**config.mk**
```make
export PLATFORM = sky130hd
export DESIGN_NAME = median_filter_1d_flat
export DESIGN_NICKNAME = d
export VERILOG_FILES = /design/src/rtl/median_filter_1d_if.sv /design/src/rtl/median_filter_1d.sv /design/src/flat_wrapper.sv
export SDC_FILE = /design/constraint.sdc
export NUM_CORES = 1
export LEC_CHECK = 0
export ABC_AREA = 1
export CAP_MARGIN = 0
export CORE_UTILIZATION = 38
export DETAILED_ROUTE_END_ITERATION = 10
export GPL_ROUTABILITY_DRIVEN = 0
export SYNTH_ARGS = -nofsm -noshare
export SYNTH_HDL_FRONTEND = slang
export SYNTH_SLANG_ARGS = --single-unit
```
**constraint.sdc**
```tcl
create_clock -name clk -period 3.75 [get_ports clk]
set_clock_uncertainty 0.1 [all_clocks]
set_input_delay 0.5625 -clock clk [delete_from_list [all_inputs] [get_ports clk]]
set_output_delay 0.5625 -clock clk [all_outputs]
set_load 0.02 [all_outputs]
```
**src/rtl/median_filter_1d_if.sv**
```systemverilog
// Sample stream bundle for median_filter_1d: input sample X, registered median Y.
// MEDIAN_FILTER_VALID_EN adds the Y_VALID qualifier.
interface median_filter_1d_if #(
   parameter int R_WIDTH = 8
);
   logic [R_WIDTH-1:0] X;
   logic [R_WIDTH-1:0] Y;
`ifdef MEDIAN_FILTER_VALID_EN
   logic               Y_VALID;
`endif

`ifdef MEDIAN_FILTER_VALID_EN
   modport master (output X, input Y, input Y_VALID);
   modport slave  (input X, output Y, output Y_VALID);
`else
   modport master (output X, input Y);
   modport slave  (input X, output Y);
`endif
endinterface

```
**src/rtl/median_filter_1d.sv**
```systemverilog
// Streaming sliding-window median of the last N unsigned samples, one sample per clock.
// MEDIAN_FILTER_VALID_EN adds a Y_VALID flag that rises once the window holds only post-reset samples.
module median_filter_1d #(
   parameter int R_WIDTH = 8,
   parameter int N       = 5
) (
   input  logic             clk,
   input  logic             srst,
   median_filter_1d_if.slave bus
);
   localparam int            CW  = $clog2(N) + 1;
   localparam logic [CW-1:0] MID = CW'((N - 1) / 2);

   generate
      if ((N < 3) || ((N % 2) == 0) || (R_WIDTH < 1)) begin : g_param_check
         $error("median_filter_1d: N must be odd and >= 3, R_WIDTH >= 1");
      end
   endgenerate

   logic [R_WIDTH-1:0] win_r  [N];
   logic [CW-1:0]      rank_s [N];
   logic [R_WIDTH-1:0] median_s;
   logic [R_WIDTH-1:0] y_r;

   // Tie-safe ranking: equal values are ordered by index, so exactly one entry holds rank MID.
   always_comb begin
      median_s = {R_WIDTH{1'b0}};
      for (int i = 0; i < N; i++) begin
         rank_s[i] = {CW{1'b0}};
         for (int j = 0; j < N; j++) begin
            rank_s[i] = rank_s[i]
                      + CW'(win_r[j] < win_r[i])
                      + CW'((j < i) && (win_r[j] == win_r[i]));
         end
      end
      for (int i = 0; i < N; i++) begin
         median_s = median_s | ((rank_s[i] == MID) ? win_r[i] : {R_WIDTH{1'b0}});
      end
   end

   // Sample window shift register and registered median output.
   always_ff @(posedge clk or posedge srst) begin
      if (srst) begin
         for (int i = 0; i < N; i++) begin
            win_r[i] <= {R_WIDTH{1'b0}};
         end
         y_r <= {R_WIDTH{1'b0}};
      end else begin
         win_r[0] <= bus.X;
         for (int i = 1; i < N; i++) begin
            win_r[i] <= win_r[i-1];
         end
         y_r <= median_s;
      end
   end

   assign bus.Y = y_r;

`ifdef MEDIAN_FILTER_VALID_EN
   logic [CW-1:0] fill_cnt_r;
   logic          y_valid_r;

   // Saturating fill count; Y is trustworthy once the pre-edge window is all post-reset samples.
   always_ff @(posedge clk or posedge srst) begin
      if (srst) begin
         fill_cnt_r <= {CW{1'b0}};
         y_valid_r  <= 1'b0;
      end else begin
         if (fill_cnt_r != CW'(N)) begin
            fill_cnt_r <= fill_cnt_r + CW'(1);
         end else begin
            fill_cnt_r <= fill_cnt_r;
         end
         y_valid_r <= y_valid_r | (fill_cnt_r == CW'(N));
      end
   end

   assign bus.Y_VALID = y_valid_r;
`endif
endmodule

```
**src/flat_wrapper.sv**
```systemverilog
// flat-port wrapper written by rule: the top's interface ports become plain ports
module median_filter_1d_flat 
#(
   parameter int R_WIDTH = 8,
   parameter int N       = 5
)
  (clk, srst, bus_X, bus_Y);
  median_filter_1d_if #(.R_WIDTH(R_WIDTH)) bus_i ();
  input  logic clk;
  input  logic srst;
  input wire logic [$bits(bus_i.X)-1:0] bus_X;
  output wire logic [$bits(bus_i.Y)-1:0] bus_Y;
  assign bus_i.X = bus_X;
  assign bus_Y = bus_i.Y;
  median_filter_1d #(.R_WIDTH(R_WIDTH), .N(N)) u_core (.clk(clk), .srst(srst), .bus(bus_i));
endmodule
```
==> metrics.csv <==
metric;value;unit
grt.overflow.total;0;
rows;37;
synthToLayoutAreaGrowth;23.4;%
synth_cell_type_count;23;
drv_cap;0;
grt_pass1_wl;16900;um
post-route-period-util;98.9;%
start_util;39.4;%
maxSlewHeadroom;27.9;%
io_buffers;17;
die_x;106;um
swShare;40.5;%
finalCriticalPeriod;3.71;ns
p_comb_share;48.6;%
worstSetupPathType;register to register;
tns;0;ns
clk_pin_slew;0.10;ns
io_pins;18;
dpl_cell_area;0.00468;mm^2
clock-root-buffer;clkbuf_8;
worst_skew_pair.late_latency;0.31;ns
fin_util;48.6;%
nets;681;
p_sw;0.757;mW
ir_drop;0.245;mV
hold_slack;0.304;ns
tritoncts;built;
p_clk_share;18.2;%
holdCritPathClass;register to register;
p_leak;2.78;nW
fin_area;0.00506;mm^2
cp-start-kind;register;
drc;0;
clockBufferDepth;2;
diodes;0;
cp_data_required_time;3.89;ns
drtAntennaViolNets;0;
final_layout_size_suffix_gt1_share;16.3;%
yosysSeqAreaShare;29.3;%
die_y;106;um
cts_buffers;5;
grt_pass1_vias;3502;
layout_commonest_cell;nand2_1;
syn_area_per_cell;8.24;um^2
clock.fmax;0.270;GHz
syn_inst;498;
yosysWarnings;0;
reg2reg_depth;16;
antenna_found_initial;0;
hold_path_depth;0;
synth-seq-cells;48;
h-tree-depth;2;
vias_per_cell;4.98;
outcome;finished, final reports clean;
maxSlewViolCount;0;
syn-cell-area;0.00410;mm^2
core_area;0.0104;mm^2
rsz0062_at_grt;true;
fillCellCount;1009;
drt_iter0_drc;147;
critPathArrivalTime;3.85;ns
final_cell_mix;94 x nand2_1, 88 x ha_1, 79 x inv_1;
drt_pass1_iterations;4;
power_density;369;mW/mm^2
die-area;0.0112;mm^2
vias;3490;
p_int;1.11;mW
pwr-share-seq;33.1;%
setup-violations-final;0;
path_max_fanout;4;
grt_start_max_net_pins;49;
cts_sinks;48;
wl_per_cell;14.4;um
post-dp-hpwl;8370;um
critPathCaptureType;register;
hold_viol_final;0;
wl;10100;um
tightest_slew;1.08;ns
grt_usage;19.3;%
through the flow:
step,cells,setup WS (ns),power (mW)
after floorplan,501,0.131,1.16
after global placement,683,0.00942,1.44
after detailed placement,683,-0.0481,1.47
after CTS,701,-0.00567,1.84
after global routing,701,-0.118,2.03
final,701,0.0424,1.87
layout make-up:
type	instances	area (um^2)	area share [%]
multi-input combinational	360	2760	54.5
sequential	48	1200	23.8
timing repair buffer	60	500	9.89
inverter	89	334	6.60
tap	136	170	3.36
clock buffer	6	82.6	1.63
clock inverter	2	13.8	0.272
what timing repair did:
item | 4_1_cts | 5_1_grt
pin swaps | 16 | 10
hold buffers | 0 | 0
setup endpoints to repair | 8 | 8
buffers inserted | 10 | 0
resized for setup | 17 | 26
final timing paths:
path	startpoint	endpoint	slack [ns]
max	u_core.win_r[7]	u_core.bus.Y[5]	0.04
min reg2reg	u_core.win_r[27]	u_core.win_r[19]	0.30
max in group asynchronous	srst	u_core.win_r[3]	2.08
min in group asynchronous	srst	u_core.win_r[38]	0.72
min	u_core.win_r[27]	u_core.win_r[19]	0.30
max reg2reg	u_core.win_r[7]	u_core.bus.Y[5]	0.04
cells by family after synthesis:
family	synth area share, %
compound gates	5.52
fa+ha+maj	34.5
buf+inv	8.54
flops	29.3
other cells	0.0914
simple gates	22.1
power by group through the flow:
stage                     sequential (mW)  clock, mW  combinational (mW)
after CTS                           0.619      0.353               0.867
after global placement              0.628          0               0.810
after floorplan                     0.680          0               0.477
final                               0.619      0.340               0.908
after detailed placement            0.630          0               0.836
after global routing                0.627      0.371                1.03
sequential cells by signal, indices dropped and copies added (netlist names):
| register | count |
|---|---|
| u_core.bus.Y | 8 |
| u_core.win_r | 40 |
critical path, cell delays in order, from the launching register on:
cell and delay, ns:
dfrtp_1 0.42, buf_4 0.15, ha_1 0.31, nand2_2 0.11, nor3_4 0.24, ha_4 0.24, ha_4 0.26, inv_2 0.03
fa_1 0.49, inv_1 0.05, ha_2 0.18, fa_1 0.49, nand2_2 0.07, nor3_4 0.22, buf_6 0.15, nand3_2 0.06
nand3_2 0.08
routing by layer:
layer / share of wire [%] / GRT usage [%]
met5: 0 / 0
met4: 0.92 / 2.18
met3: 2.9 / 2.08
met2: 48 / 33.3
met1: 49 / 26.9
cells in the mapped netlist:
master | number | area share (%)
nor3_1 | 5 | 0.61
nor3_4 | 1 | 0.40
fa_1 | 10 | 4.9
o21ai_0 | 6 | 0.73
a21o_1 | 4 | 0.73
clkinv_1 | 1 | 0.091
and2_1 | 1 | 0.15
nand2_1 | 96 | 8.8
nand3_1 | 34 | 4.1
nand4_1 | 22 | 3.4
inv_1 | 88 | 8.1
clkbuf_1 | 3 | 0.27
conb_1 | 1 | 0.091
ha_1 | 97 | 30
dfrtp_1 | 48 | 29
o21a_1 | 2 | 0.37
nand3b_1 | 1 | 0.18
buf_2 | 1 | 0.12
nor2_1 | 47 | 4.3
nand2_2 | 1 | 0.15
o21bai_1 | 1 | 0.18
a21oi_2 | 1 | 0.21
a21oi_1 | 27 | 3.3
(Power assumes the default switching activity.)
